<file path="config.mk">
export PLATFORM = sky130hd
export DESIGN_NAME = dmem_arbiter_flat
export DESIGN_NICKNAME = d
export VERILOG_FILES = /design/src/rtl/dmem_pkg.sv /design/src/rtl/dmem_arbiter_if.sv /design/src/rtl/dmem_arbiter_rr_arb2.sv /design/src/rtl/dmem_arbiter.sv /design/src/flat_wrapper.sv
export SDC_FILE = /design/constraint.sdc
export NUM_CORES = 1
export LEC_CHECK = 0
export CORE_MARGIN = 2
export CORE_UTILIZATION = 30
export CTS_CLUSTER_DIAMETER = 30
export CTS_CLUSTER_SIZE = 40
export DETAILED_ROUTE_END_ITERATION = 8
export PLACE_DENSITY = 0.7
export SYNTH_ARGS = -nofsm -noshare
export SYNTH_HDL_FRONTEND = slang
export SYNTH_HIERARCHICAL = 1
export SYNTH_SLANG_ARGS = --single-unit
</file>
<file path="constraint.sdc">
create_clock -name clk -period 6.9 [get_ports clk]
set_input_delay 1.38 -clock clk [delete_from_list [all_inputs] [get_ports clk]]
set_output_delay 1.38 -clock clk [all_outputs]
set_load 0.05 [all_outputs]
</file>
<file path="src/rtl/dmem_pkg.sv">
// Shared types and defaults for the data-memory arbiter.
package dmem_pkg;

    localparam int ADDR_W_DEF = 10;
    localparam int DATA_W_DEF = 32;
    localparam int DEPTH_DEF  = 1024;

    localparam int P_CPU = 0;
    localparam int P_DBG = 1;

    typedef enum logic {
        ST_CLEAR,
        ST_SERVE
    } state_t;

endpackage

</file>
<file path="src/rtl/dmem_arbiter_if.sv">
// One requester port of the data-memory arbiter: request, grant and read return.
interface dmem_port_if
    import dmem_pkg::*;
#(
    parameter int ADDR_W = ADDR_W_DEF,
    parameter int DATA_W = DATA_W_DEF
) ();

    logic              req;
    logic              we;
    logic [ADDR_W-1:0] addr;
    logic [DATA_W-1:0] wdata;
    logic              gnt;
    logic              rvalid;
    logic [DATA_W-1:0] rdata;

    modport master (
        output req, we, addr, wdata,
        input  gnt, rvalid, rdata
    );

    modport slave (
        input  req, we, addr, wdata,
        output gnt, rvalid, rdata
    );

endinterface

</file>
<file path="src/rtl/dmem_arbiter_rr_arb2.sv">
// Two-way round-robin arbiter; the pointer names the port favoured on a tie.
module rr_arb2 (
    input  logic       clk,
    input  logic       reset,
    input  logic [1:0] req,
    input  logic       enable,
    output logic [1:0] gnt
);

    logic rr_ptr;

    always_comb begin
        gnt = 2'b00;
        if (enable) begin
            case (req)
                2'b01:   gnt = 2'b01;
                2'b10:   gnt = 2'b10;
                2'b11:   gnt = rr_ptr ? 2'b10 : 2'b01;
                default: gnt = 2'b00;
            endcase
        end
    end

    // After a grant the pointer moves to the port that lost (or did not ask).
    always_ff @(posedge clk) begin
        if (reset) begin
            rr_ptr <= 1'b0;
        end else if (|gnt) begin
            rr_ptr <= gnt[0];
        end
    end

endmodule

</file>
<file path="src/rtl/dmem_arbiter.sv">
// Shares the single-port data memory between CPU and loader ports, and zeroes
// the whole memory with a hardware walk after reset or on clear_req.
//
//   state    | meaning
//   ---------+-------------------------------------------------------------
//   ST_CLEAR | writing zero to address clr_cnt, no grants, busy high
//   ST_SERVE | round-robin arbitration of the two ports, one access/cycle
module dmem_arbiter
    import dmem_pkg::*;
#(
    parameter int ADDR_W = ADDR_W_DEF,
    parameter int DATA_W = DATA_W_DEF,
    parameter int DEPTH  = DEPTH_DEF
) (
    input  logic              clk,
    input  logic              reset,
    input  logic              clear_req,
    output logic              busy,
    dmem_port_if.slave        p0,
    dmem_port_if.slave        p1,
    output logic              mem_wen,
    output logic              mem_ren,
    output logic [ADDR_W-1:0] mem_addr,
    output logic [DATA_W-1:0] mem_din,
    input  logic [DATA_W-1:0] mem_dout
);

    localparam int              CNT_W    = ADDR_W + 1;
    localparam logic [CNT_W-1:0] CLR_LAST = CNT_W'(DEPTH - 1);

    state_t            state;
    state_t            state_nxt;
    logic [CNT_W-1:0]  clr_cnt;
    logic [CNT_W-1:0]  clr_cnt_nxt;
    logic [1:0]        req;
    logic [1:0]        gnt;
    logic              arb_en;
    logic              rd_pend;
    logic              rd_port;
    logic [DATA_W-1:0] rdata0_q;
    logic [DATA_W-1:0] rdata1_q;

    assign req    = {p1.req, p0.req};
    assign arb_en = (state == ST_SERVE) && !reset;

    rr_arb2 u_rr_arb2 (
        .clk    (clk),
        .reset  (reset),
        .req    (req),
        .enable (arb_en),
        .gnt    (gnt)
    );

    assign p0.gnt = gnt[P_CPU];
    assign p1.gnt = gnt[P_DBG];

    always_ff @(posedge clk) begin
        if (reset) begin
            state   <= ST_CLEAR;
            clr_cnt <= '0;
        end else begin
            state   <= state_nxt;
            clr_cnt <= clr_cnt_nxt;
        end
    end

    always_comb begin
        state_nxt   = state;
        clr_cnt_nxt = clr_cnt;
        busy        = 1'b0;
        mem_wen     = 1'b0;
        mem_ren     = 1'b0;
        mem_addr    = '0;
        mem_din     = '0;
        case (state)
            ST_CLEAR: begin
                busy        = 1'b1;
                mem_wen     = 1'b1;
                mem_addr    = clr_cnt[ADDR_W-1:0];
                clr_cnt_nxt = clr_cnt + 1'b1;
                if (clr_cnt == CLR_LAST) begin
                    state_nxt   = ST_SERVE;
                    clr_cnt_nxt = '0;
                end
            end
            ST_SERVE: begin
                if (gnt[P_CPU]) begin
                    mem_wen  = p0.we;
                    mem_ren  = !p0.we;
                    mem_addr = p0.addr;
                    mem_din  = p0.we ? p0.wdata : '0;
                end else if (gnt[P_DBG]) begin
                    mem_wen  = p1.we;
                    mem_ren  = !p1.we;
                    mem_addr = p1.addr;
                    mem_din  = p1.we ? p1.wdata : '0;
                end
                // The grant above is still carried out in the clear_req cycle.
                if (clear_req) begin
                    state_nxt   = ST_CLEAR;
                    clr_cnt_nxt = '0;
                end
            end
        endcase
    end

    // One read can be in flight; rd_port steers its data to the right port.
    always_ff @(posedge clk) begin
        if (reset) begin
            rd_pend  <= 1'b0;
            rd_port  <= 1'b0;
            rdata0_q <= '0;
            rdata1_q <= '0;
        end else begin
            rd_pend <= mem_ren;
            rd_port <= gnt[P_DBG];
            if (p0.rvalid) begin
                rdata0_q <= mem_dout;
            end
            if (p1.rvalid) begin
                rdata1_q <= mem_dout;
            end
        end
    end

    // A read still pending when reset is raised never reports valid.
    assign p0.rvalid = rd_pend && !rd_port && !reset;
    assign p1.rvalid = rd_pend && rd_port && !reset;
    assign p0.rdata  = p0.rvalid ? mem_dout : rdata0_q;
    assign p1.rdata  = p1.rvalid ? mem_dout : rdata1_q;

endmodule

</file>
<file path="src/flat_wrapper.sv">
// flat-port wrapper written by rule: the top's interface ports become plain ports
module dmem_arbiter_flat import dmem_pkg::*;
#(
    parameter int ADDR_W = ADDR_W_DEF,
    parameter int DATA_W = DATA_W_DEF,
    parameter int DEPTH  = DEPTH_DEF
)
  (clk, reset, clear_req, busy, mem_wen, mem_ren, mem_addr, mem_din, mem_dout, p0_req, p0_we, p0_addr, p0_wdata, p0_gnt, p0_rvalid, p0_rdata, p1_req, p1_we, p1_addr, p1_wdata, p1_gnt, p1_rvalid, p1_rdata);
  dmem_port_if #(.ADDR_W(ADDR_W), .DATA_W(DATA_W)) p0_i ();
  dmem_port_if #(.ADDR_W(ADDR_W), .DATA_W(DATA_W)) p1_i ();
  input  logic clk;
  input  logic reset;
  input  logic clear_req;
  output logic busy;
  output logic mem_wen;
  output logic mem_ren;
  output logic [ADDR_W-1:0] mem_addr;
  output logic [DATA_W-1:0] mem_din;
  input  logic [DATA_W-1:0] mem_dout;
  input wire logic [$bits(p0_i.req)-1:0] p0_req;
  input wire logic [$bits(p0_i.we)-1:0] p0_we;
  input wire logic [$bits(p0_i.addr)-1:0] p0_addr;
  input wire logic [$bits(p0_i.wdata)-1:0] p0_wdata;
  output wire logic [$bits(p0_i.gnt)-1:0] p0_gnt;
  output wire logic [$bits(p0_i.rvalid)-1:0] p0_rvalid;
  output wire logic [$bits(p0_i.rdata)-1:0] p0_rdata;
  input wire logic [$bits(p1_i.req)-1:0] p1_req;
  input wire logic [$bits(p1_i.we)-1:0] p1_we;
  input wire logic [$bits(p1_i.addr)-1:0] p1_addr;
  input wire logic [$bits(p1_i.wdata)-1:0] p1_wdata;
  output wire logic [$bits(p1_i.gnt)-1:0] p1_gnt;
  output wire logic [$bits(p1_i.rvalid)-1:0] p1_rvalid;
  output wire logic [$bits(p1_i.rdata)-1:0] p1_rdata;
  assign p0_i.req = p0_req;
  assign p0_i.we = p0_we;
  assign p0_i.addr = p0_addr;
  assign p0_i.wdata = p0_wdata;
  assign p0_gnt = p0_i.gnt;
  assign p0_rvalid = p0_i.rvalid;
  assign p0_rdata = p0_i.rdata;
  assign p1_i.req = p1_req;
  assign p1_i.we = p1_we;
  assign p1_i.addr = p1_addr;
  assign p1_i.wdata = p1_wdata;
  assign p1_gnt = p1_i.gnt;
  assign p1_rvalid = p1_i.rvalid;
  assign p1_rdata = p1_i.rdata;
  dmem_arbiter #(.ADDR_W(ADDR_W), .DATA_W(DATA_W), .DEPTH(DEPTH)) u_core (.clk(clk), .reset(reset), .clear_req(clear_req), .busy(busy), .p0(p0_i), .p1(p1_i), .mem_wen(mem_wen), .mem_ren(mem_ren), .mem_addr(mem_addr), .mem_din(mem_din), .mem_dout(mem_dout));
endmodule
</file>
======== Yosys cells after proc, flatten, opt, wreduce, memory -nomap -nowiden ========
Cells that the tools add are included.
storage, ports and cells
  input bits .............................. 123
  word-level logic and storage cells ...... 50
  flip-flop bits (word level) ............. 79
cells by class
  multiplexer cells ....................... 26
  $add $sub $neg .......................... 1
  bitwise logic cells ..................... 1
  reductions and logical operators ........ 10
  equality and inequality tests ........... 5
operators with widths
  operator                                                           count
  32-bit two-way mux                                                 7
  11-bit two-way mux                                                 2
  11-bit one-hot mux with 2 select lines                             1
  10-bit two-way mux                                                 2
  10-bit one-hot mux with 2 select lines                             1
  11-bit by 1-bit adder with 11-bit output, second input constant    1
  11-bit by 10-bit == test with 1-bit output, second input constant  1
  1-bit two-way mux                                                  8
  2-bit one-hot mux with 3 select lines                              1
  1-bit logical AND                                                  5
  2-bit == test, second input constant                               2
  1-bit logical NOT                                                  4
  2-bit two-way mux                                                  2
  1-bit one-hot mux with 2 select lines                              2
  2-bit by 1-bit == test with 1-bit output, second input constant    1
  2-bit inequality test, second input constant                       1
  2-bit OR reduction                                                 1
  1-bit inverter                                                     1

======== Depth between registers and ports, before layout ========
Gate-level depths: netlist of the first run.
  word-level depth ........................ 6
  depth in mapped cells ................... 12
  gate-level depth less buffers ........... 8

======== Modules after synthesis ========
The synthesis of the first run kept the hierarchy.
by module, submodules not included
  module        times used  cells an instance  area each (µm²)
  dmem_arbiter  1           402                3871.2
  rr_arb2       1           8                  55.1

======== Worst setup path before layout of the first run ========
No wires, ideal clock.
  kind .................................... input to output
  from .................................... in reset
  to ...................................... out mem_din[10]
  stages .................................. 10
  path slack .............................. 1.137 ns
  data required time ...................... 5.520 ns
  path buffers ............................ 4
  data arrival time ....................... 4.383 ns
  path through ............................ clkbuf_1 -> buf_1 -> nor2_1 -> nand2_1 -> a21oi_1 -> and2_1 -> buf_1 -> clkbuf_1 -> a22oi_1 -> nor2_1
RTL lines
  item                line                        source
  from (decl)         flat_wrapper.sv:12          input logic reset;
  1-bit logical NOT   dmem_arbiter.sv:44          assign arb_en = (state == ST_SERVE) && !reset;
  1-bit logical AND   dmem_arbiter.sv:44
  net u_core.arb_en   dmem_arbiter.sv:37          logic arb_en;
  2-bit two-way mux   dmem_arbiter_rr_arb2.sv:14  if (enable) begin
  net p0_gnt          flat_wrapper.sv:24          output wire logic [$bits(p0_i.gnt)-1:0] p0_gnt;
  32-bit two-way mux  dmem_arbiter.sv:87          if (gnt[P_CPU]) begin
  32-bit two-way mux  dmem_arbiter.sv:75          case (state)
  to (decl)           flat_wrapper.sv:18          output logic [DATA_W-1:0] mem_din;
The timed path passes the listed nets, and every way through them passes these cells.

======== Final worst setup path of the first run ========
  from .................................... in p0_req
  to ...................................... out mem_din[17]
between the ends
  word-level cells in the longest chain between the ends .. 6
RTL lines
  item                                                                              line                        source
  from (decl)                                                                       flat_wrapper.sv:20          input wire logic [$bits(p0_i.req)-1:0] p0_req;
  2-bit == test / 2-bit by 1-bit == test with 1-bit output (equally long branches)  dmem_arbiter_rr_arb2.sv:15  case (req)
  2-bit one-hot mux with 3 select lines (*)                                         dmem_arbiter_rr_arb2.sv:15
  2-bit two-way mux (*)                                                             dmem_arbiter_rr_arb2.sv:14
  32-bit two-way mux                                                                dmem_arbiter.sv:92          end else if (gnt[P_DBG]) begin
  32-bit two-way mux (*)                                                            dmem_arbiter.sv:87
  32-bit two-way mux (*)                                                            dmem_arbiter.sv:75
Every way passes the cells marked *; elsewhere a longest branch is shown, timed or not.

==> impl_metrics.py, run 1 <==
metrics = {
    "timing": {
        "fin_setup_tns_ns": 0,
        "finalHoldViolCount": 0,
        "slew_violations": 0,
        "setup_ws_ns": 1.15,
        "slew_headroom_pct": 28.3,
        "timing.hold.ws_ns": 0.445,
        "setup_viol": 0,
        "rsz0062_at_grt": "no",
        "fin_crit_ns": 5.75,
        "finalClockSkew_ns": 0.00532,
        "worst_pin_slew_ns": 1.08,
        "fmax_mhz": 174,
        "finalCritPeriodShare_pct": 83.3,
    },
    "worst_hold_path": {
        "min_from": "u_core/clr_cnt[10]",
        "hold_path_class": "register to register",
    },
    "layout": {
        "layout-drive-gt1-share_pct": 15.4,
        "fin_nets": 755,
        "nFillCells": 1202,
        "area_delta_synth_final_pct": 70.7,
        "final_util_pct": 52.7,
        "stdcell_area_um2": 6700,
    },
    "placed_design": {
        "placed_area_um2": 6380,
        "dp_hpwl_um": 9330,
        "gp_congestion": 0.787,
        "post-place-ws_ns": 1.16,
        "place.port_buffers": 235,
    },
    "die": {
        "dieWidth_um": 118,
        "io_pins": 236,
        "rows": 41,
        "die_y_um": 118,
        "core-area_um2": 12700,
        "initial_core_util_pct": 30.9,
        "die-area_um2": 14000,
    },
    "power": {
        "vdd_drop_max_uv": 104,
        "power_density_nw_per_um2": 159,
        "p_leak_nw": 2.57,
    },
    "critical_path": {
        "crit_path_start": "p0_req",
        "criticalPathCategory": "input pin to output pin",
        "critical_path.endpoint": "mem_din[17]",
        "rrSetupSlack_ns": 4.74,
        "reg2reg_from": "u_core/state",
        "critPathSlowestCell": "and2_1",
        "cp-end-kind": "output pin",
        "r2r-end": "u_core/rd_pend",
        "critPathMaxFanout": 33,
        "cp_cell_sequence": "clkdlybuf4s50_1 > nand2_1 > a21oi_1 > buf_4 > and2_1 > a22oi_1 > nor2_1 > clkdlybuf4s50_1",
        "max_stage_delay_ns": 0.86,
        "worstPathArrival_ns": 4.37,
        "crit_required_ns": 5.52,
        "r2r_cells": 10,
        "worst_setup_path_start_kind": "input pin",
        "crit_path_frequent_cell": "clkdlybuf4s50_1",
    },
    "routing": {
        "drcViolationCount": 0,
        "antenna_left": 0,
        "routed_wl_um": 12700,
        "detail_route.vias_per_cell": 4.76,
        "drtPass1Iterations": 5,
        "drt_iter0_markers": 233,
        "via_count": 3850,
        "wl_per_cell_um": 15.7,
    },
    "yosys": {
        "synth_cells": 410,
        "synthArstFlopShare_pct": 0,
        "syn-num-nets": 534,
        "syn-cell-area_um2": 3930,
        "synth.distinct_cells": 41,
        "netlist.top_cell.by_area": "dfxtp_1",
        "yosys_warnings": 6,
        "ys_seq_area_share_pct": 40.3,
        "syn_avg_cell_area_um2": 9.58,
        "synth_ff_type": "dfxtp_1",
        "synth_top_area_share_pct": 40.3,
        "synth.area.top_cells": "dfxtp_1, mux2_2, nor2b_1",
        "ys_ff_latch": 79,
        "synth_enable_flop_cells": 0,
    },
    "clock_tree": {
        "cts_tree": "yes",
        "post_cts_resized": 0,
        "cts.clk_slew.worst_paths_ns": 0.06,
        "cts.path.max_buffers": 2,
        "clock_latency_ns": 0.33,
        "h-tree-depth": 3,
        "hold_buffers": 0,
        "cts.sinks": 79,
        "post_cts_buffers": 0,
        "cts_root_buf": "clkbuf_16",
        "numCtsBuffers": 9,
    },
    "global_route": {
        "grt_first_pass_wirelength_um": 19800,
        "antenna_found_initial": 1,
        "track_usage_pct": 17.5,
        "grt_max_degree": 78,
        "grt_pass1_vias": 3826,
        "overflow": 0,
    },
    "outcome": {
        "status": "finished, final reports clean",
    },
    "job": {
        "max-cap-violations": 0,
    },
}
[how the worst min path moves through the flow]
stage | end | depth (start not counted)
5_1_grt | u_core/clr_cnt[10] | 2
2_1_floorplan | u_core/clr_cnt[10] | 2
3_3_place_gp | u_core/clr_cnt[10] | 2
4_1_cts | u_core/clr_cnt[10] | 2
6_report | u_core/clr_cnt[10] | 2
3_5_place_dp | u_core/clr_cnt[10] | 2
[per-stage QoR]
step | total power (W) | cells
finish | 0.00107 | 809
floorplan | 0.000489 | 410
detailed placement | 0.000570 | 792
global route | 0.00111 | 809
CTS | 0.00108 | 808
global placement | 0.000569 | 792
[cells in the final DEF (no fill, tap or decap), types with 5 or more instances in the layout]
| cell type | count |
|---|---|
| a22oi_1 | 33 |
| dfxtp_1 | 79 |
| a31oi_1 | 5 |
| nor2_1 | 57 |
| and2b_2 | 8 |
| nand2_1 | 9 |
| inv_1 | 5 |
| clkdlybuf4s50_1 | 234 |
| nor2b_1 | 40 |
| and2b_1 | 21 |
| a221oi_1 | 10 |
| a21oi_1 | 11 |
| buf_4 | 6 |
| clkbuf_16 | 9 |
| mux2_2 | 64 |
[cell type report]
type                       instances  area, um2  area share [%]
timing repair buffer             241       2390            35.7
multi-input combinational        295       2170            32.4
sequential                        79       1580            23.6
clock buffer                      11        243            3.62
tap                              172        215            3.21
clock inverter                     5       81.3            1.21
inverter                           5       18.8           0.280
antenna                            1       2.50          0.0373
[cells in the mapped netlist (2+ instances only)]
master	instances
a221oi_1	10
a31oi_1	5
buf_1	5
nand2_1	9
clkbuf_1	15
and2b_1	21
mux2_2	64
dfxtp_1	79
a22oi_1	33
nand3_1	4
inv_1	5
buf_4	3
and2_1	3
nand4_1	2
buf_6	3
nor3_1	3
nor2_1	57
and2b_2	8
a21oi_1	11
buf_2	4
nand2b_1	4
o21ai_0	4
nor2b_1	40
[state kept, by name (all words and copies together), names as in the netlist]
signal	cells
u_core/clr_cnt	11
u_core/rd_port	1
u_core/rdata0_q	32
u_core/rdata1_q	32
u_core/rd_pend	1
u_core/state	1
u_core/u_rr_arb2/rr_ptr	1
[routing by layer]
| layer | global-route usage, % | share of wire [%] |
|---|---|---|
| met1 | 20.2 | 42 |
| met2 | 30.7 | 49 |
| met3 | 5.41 | 7.5 |
| met4 | 5.95 | 2.0 |
| met5 | 0 | 0 |
[report_power, final]
group,internal [W],switching [W]
sequential,0.000458,0.00000220
combinational,0.0000691,0.0000314
clock,0.000327,0.000182
[cells by family (layout without fill, tap and decap cells)]
kind of cell	count (synthesis)	count (layout)	synth area share [%]
muxes	65	65	18.6
adders and majority gates	1	1	0.319
DFF	79	79	40.3
and+or+nand+nor	159	159	22.9
other	0	1	0
xor gates and xnor gates	1	1	0.223
AOI/OAI and AO/OA	69	69	13.2
buffers and inverters	36	262	4.46
[worst max-delay path: cells and delay by family]
kind	cells	cell delay (ns)
buf+inv	3	1.54
simple gates	3	1.07
compound gates	2	0.37
No activity file was read; power rests on OpenSTA's default activity.
==> run 2: changes to the inputs <==
- clock period: 6.9 -> 5.7 ns (I/O delays scaled with it)
==> impl_metrics.py, run 2 (synthesis results as in run 1) <==
metrics = {
    "outcome": {
        "status": "finished, final reports clean",
    },
    "clock_tree": {
        "cts.sinks": 79,
        "cts.clk_slew.worst_paths_ns": 0.06,
        "cts.path.max_buffers": 2,
        "h-tree-depth": 3,
        "post_cts_buffers": 0,
        "post_cts_resized": 0,
        "cts_root_buf": "clkbuf_16",
        "numCtsBuffers": 9,
        "cts_tree": "yes",
        "clock_latency_ns": 0.33,
        "hold_buffers": 0,
    },
    "routing": {
        "antenna_left": 0,
        "wl_per_cell_um": 16.4,
        "drt_iter0_markers": 278,
        "routed_wl_um": 13200,
        "drtPass1Iterations": 4,
        "drcViolationCount": 0,
        "detail_route.vias_per_cell": 4.81,
        "via_count": 3884,
    },
    "critical_path": {
        "rrSetupSlack_ns": 3.54,
        "crit_required_ns": 4.56,
        "critical-path-top-delay-family": "buffers and inverters",
        "crit_path_frequent_cell": "buf_4",
        "crit_path_start": "p1_req",
        "critPathSlowestCell": "clkdlybuf4s50_1",
        "worstPathArrival_ns": 3.49,
        "cp-end-kind": "output pin",
        "criticalPathCategory": "input pin to output pin",
        "r2r_cells": 10,
        "cp_cell_sequence": "clkdlybuf4s50_1 > nand2_1 > a21oi_1 > nor2b_1 > buf_4 > and2_1 > buf_4 > a22oi_1 > nor2_1 > buf_12",
        "worst_setup_path_start_kind": "input pin",
        "worst-path-buf-inv": 4,
        "critPathMaxFanout": 22,
        "r2r-end": "u_core/rd_pend",
        "max_stage_delay_ns": 0.51,
        "reg2reg_from": "u_core/state",
    },
    "worst_hold_path": {
        "min_to": "u_core/clr_cnt[10]",
        "hold_path_class": "register to register",
        "min_from": "u_core/clr_cnt[10]",
        "worstHoldPathCells": 2,
    },
    "timing": {
        "rsz0062_at_grt": "no",
        "finalClockSkew_ns": 0.00350,
        "fin_setup_tns_ns": 0,
        "slew_headroom_pct": 60.7,
        "setup_viol": 0,
        "finalCritPeriodShare_pct": 81.3,
        "worst_pin_slew_ns": 0.588,
        "fmax_mhz": 216,
        "fin_crit_ns": 4.63,
        "finalHoldViolCount": 0,
        "slew_violations": 0,
    },
    "power": {
        "power_density_nw_per_um2": 179,
        "p_leak_nw": 2.72,
        "vdd_drop_max_uv": 128,
    },
    "global_route": {
        "overflow": 0,
        "track_usage_pct": 18.5,
        "top_usage_layer": "met2",
        "use_met2_pct": 32.6,
        "antenna_found_initial": 0,
        "grtUsageMet1_pct": 20.7,
        "met3_usage_pct": 6.08,
        "grt_max_degree": 62,
        "grt_pass1_vias": 4028,
        "grt_first_pass_wirelength_um": 20800,
    },
    "layout": {
        "area_delta_synth_final_pct": 78.3,
        "layout-drive-gt1-share_pct": 20.6,
        "nFillCells": 1143,
        "final_common_cell": "clkdlybuf4s50_1",
        "multi_input_area_um2": 2170,
        "mostFrequentLayoutCells": "clkdlybuf4s50_1, dfxtp_1, mux2_2, nor2_1, nor2b_1",
        "ff_latch_area_um2": 1580,
        "stdcell_area_um2": 7000,
        "top_regs": "u_core/rdata0_q: 32 flops, u_core/rdata1_q: 32 flops, u_core/clr_cnt: 11 flops",
        "insertedDiodeCount": 0,
        "fin_nets": 756,
    },
    "die": {
        "rows": 41,
        "dieWidth_um": 118,
        "die-area_um2": 14000,
        "die_y_um": 118,
        "io_pins": 236,
        "initial_core_util_pct": 30.9,
        "core-area_um2": 12700,
    },
    "placed_design": {
        "gp_congestion": 0.816,
        "placed_area_um2": 6700,
        "dp_hpwl_um": 10000,
        "place.port_buffers": 235,
    },
    "job": {
        "max-cap-violations": 0,
    },
}
-- run 2: worst max path at each step --
| stage | endpoint | slack (ns) | cells past startpoint |
|---|---|---|---|
| after global routing | mem_din[28] | 0.90 | 11 |
| final | mem_din[16] | 1.07 | 10 |
| after detailed placement | mem_din[16] | 1.09 | 10 |
| after floorplan | mem_din[10] | 0.42 | 10 |
| after global placement | mem_din[15] | 1.19 | 10 |
| after CTS | mem_din[23] | 1.07 | 10 |
-- run 2: power breakdown --
group          internal [W]  switching [W]  leakage [nW]
registers          0.000554     0.00000267         0.637
logic             0.0000837      0.0000386          1.94
clock network      0.000360       0.000216         0.145
total              0.000998       0.000257          2.72
-- run 2: tightest hold or removal path: cells and delay by family, from the launching register on --
kind / cells / cell delay (ns)
simple gates: 1 / 0.07
flops: 1 / 0.31
compound gates: 1 / 0.04
-- run 2: stage by stage --
| stage | std cells | hold WS, ns | power, W | utilization, % | setup WS [ns] |
|---|---|---|---|---|---|
| CTS | 808 | 0.444 | 0.00127 | 55.0 | 1.07 |
| detailed placement | 793 | 0.436 | 0.000690 | 52.7 | 1.09 |
| finish | 808 | 0.461 | 0.00125 | 55.0 | 1.07 |
| global placement | 793 | 0.425 | 0.000690 | 52.7 | 1.19 |
| global route | 808 | 0.479 | 0.00130 | 55.0 | 0.897 |
| floorplan | 410 | 0.412 | 0.000592 | - | 0.417 |
-- run 2: cell type report --
cell class,count,share of cell area (%)
inverter,5,0.268
multi-input combinational,295,31.0
clock inverter,3,0.608
tap,172,3.07
sequential,79,22.6
timing repair buffer,242,38.8
clock buffer,12,3.66
-- run 2: routing by layer --
metal  vias to the layer above  routed length, um
met5                         -                  0
met4                         0                285
met3                        22               1130
met2                       187               6700
met1                      1800               5110
li1                       1875                  -
==> run 3: changes to the inputs <==
- PLACE_DENSITY: 0.7 -> 0.72
- clock period: 5.7 -> 3.85 ns (I/O delays scaled with it)
==> impl_metrics.py, run 3 (synthesis results as in run 1) <==
metrics = {
    "outcome": {
        "status": "finished, final reports clean",
    },
    "routing": {
        "routed_wl_um": 13300,
        "via_count": 3922,
        "wl_per_cell_um": 16.4,
        "drcViolationCount": 0,
        "detail_route.vias_per_cell": 4.83,
        "drtPass1Iterations": 4,
        "drt_iter0_markers": 261,
        "antenna_left": 0,
    },
    "layout": {
        "area_delta_synth_final_pct": 83.4,
        "ff_latch_area_um2": 1580,
        "final_common_cell": "clkdlybuf4s50_1",
        "mostFrequentLayoutCells": "clkdlybuf4s50_1, dfxtp_1, mux2_2, buf_12, buf_4",
        "nFillCells": 1108,
        "fin_nets": 758,
        "layout-drive-gt1-share_pct": 33.2,
        "top_regs": "u_core/rdata0_q: 32 flops, u_core/rdata1_q: 32 flops, u_core/clr_cnt: 11 flops",
        "multi_input_area_um2": 2270,
    },
    "critical_path": {
        "critical-path-top-delay-family": "buffers and inverters",
        "worstPathArrival_ns": 2.64,
        "worst-path-buf-inv": 2,
        "cp_cell_sequence": "buf_2 > nand3b_4 > mux2_2 > clkdlybuf4s50_1",
        "critPathSlowestCell": "clkdlybuf4s50_1",
        "critPathMaxFanout": 33,
        "max_stage_delay_ns": 0.81,
        "crit_required_ns": 3.08,
        "cp-end-kind": "output pin",
        "criticalPathCategory": "input pin to output pin",
        "worst_setup_path_start_kind": "input pin",
    },
    "die": {
        "io_pins": 236,
        "initial_core_util_pct": 30.9,
        "core-area_um2": 12700,
        "dieWidth_um": 118,
        "die-area_um2": 14000,
        "rows": 41,
        "die_y_um": 118,
    },
    "timing": {
        "finalHoldViolCount": 0,
        "slew_violations": 0,
        "fin_crit_ns": 3.41,
        "rsz0062_at_grt": "no",
        "fmax_mhz": 293,
        "slew_headroom_pct": 53.2,
        "finalClockSkew_ns": 0.00266,
        "timing.hold.ws_ns": 0.442,
        "finalCritPeriodShare_pct": 88.6,
        "worst_pin_slew_ns": 0.701,
        "setup_viol": 0,
        "fin_setup_tns_ns": 0,
    },
    "clock_tree": {
        "h-tree-depth": 3,
        "numCtsBuffers": 9,
        "clock_latency_ns": 0.33,
        "cts_tree": "yes",
        "cts.sinks": 79,
        "post_cts_buffers": 0,
        "hold_buffers": 0,
        "cts_root_buf": "clkbuf_16",
        "cts.clk_slew.worst_paths_ns": 0.06,
        "post_cts_resized": 0,
        "cts.path.max_buffers": 2,
    },
    "placed_design": {
        "gp_congestion": 0.836,
        "place.port_buffers": 235,
        "dp_hpwl_um": 10200,
    },
    "global_route": {
        "grt_max_degree": 74,
        "antenna_found_initial": 2,
        "grt_first_pass_wirelength_um": 21100,
        "grt_pass1_vias": 4039,
        "track_usage_pct": 18.8,
        "overflow": 0,
    },
    "power": {
        "seqPwrFrac_pct": 42.1,
        "vdd_drop_max_uv": 220,
        "intPower_w": 0.00158,
        "p_switching_w": 0.000380,
        "p_leak_nw": 2.88,
        "swShare_pct": 19.4,
        "power_frac_clock_pct": 48.3,
        "power_density_nw_per_um2": 272,
        "power_frac_comb_pct": 9.6,
    },
    "job": {
        "max-cap-violations": 0,
    },
    "worst_hold_path": {
        "hold_path_class": "register to register",
    },
}
run 3: cell types whose count changed in the layout (fill, tap and decap cells not counted), moves of 3 or more:
| cell | delta |
|---|---|
| buf_4 | +35 |
| buf_12 | +13 |
| nor2_2 | +30 |
| nor2_1 | -30 |
| a21oi_1 | -3 |
| clkdlybuf4s50_1 | -46 |
run 3: per-layer routing:
layer / vias to the layer above / GRT usage, % / part of all wire (%)
met5: - / 0 / 0
met4: 0 / 6.40 / 2.5
met3: 22 / 7.43 / 9.7
met2: 195 / 32.2 / 48
met1: 1820 / 21.3 / 40
li1: 1885 / - / -
run 3: through the flow:
step                      power [W]  util, %  cells  worst slack, ns  instance area, um2
after floorplan            0.000876        -    410          0.00858                4030
after global placement      0.00103     54.0    795            0.450                6870
after detailed placement    0.00103     54.0    795            0.451                6870
after CTS                   0.00198     56.6    810            0.449                7190
after global routing        0.00203     56.6    812            0.319                7200
final                       0.00196     56.6    812            0.439                7200
run 3: power groups by stage:
stage | sequential (W) | clock, W | combinational, W
after floorplan | 0.000841 | 0 | 0.0000351
after global placement | 0.000842 | 0 | 0.000186
after detailed placement | 0.000842 | 0 | 0.000187
after CTS | 0.000824 | 0.000969 | 0.000189
after global routing | 0.000825 | 0.00101 | 0.000200
final | 0.000825 | 0.000947 | 0.000187
run 3: tightest hold or removal path, cell delays in order, from the launching register on:
cell     delay (ns)
dfxtp_1        0.31
nand2_1        0.06
a31oi_1        0.03
run 3: final timing paths:
check | startpoint | endpoint | slack, ns | cells after the start
hold / removal | u_core/clr_cnt[10] | u_core/clr_cnt[10] | 0.44 | 2
setup reg to reg | u_core/state | u_core/rd_pend | 1.95 | 9
hold reg to reg | u_core/clr_cnt[10] | u_core/clr_cnt[10] | 0.44 | 2
setup / recovery | reset | p1_rdata[10] | 0.44 | 4
run 3: final cells by class:
cell class	count	area share [%]
multi-input combinational	295	31.5
tap	172	2.99
timing repair buffer	244	38.6
clock inverter	4	1.32
sequential	79	22.0
antenna	2	0.0695
clock buffer	11	3.23
inverter	5	0.261
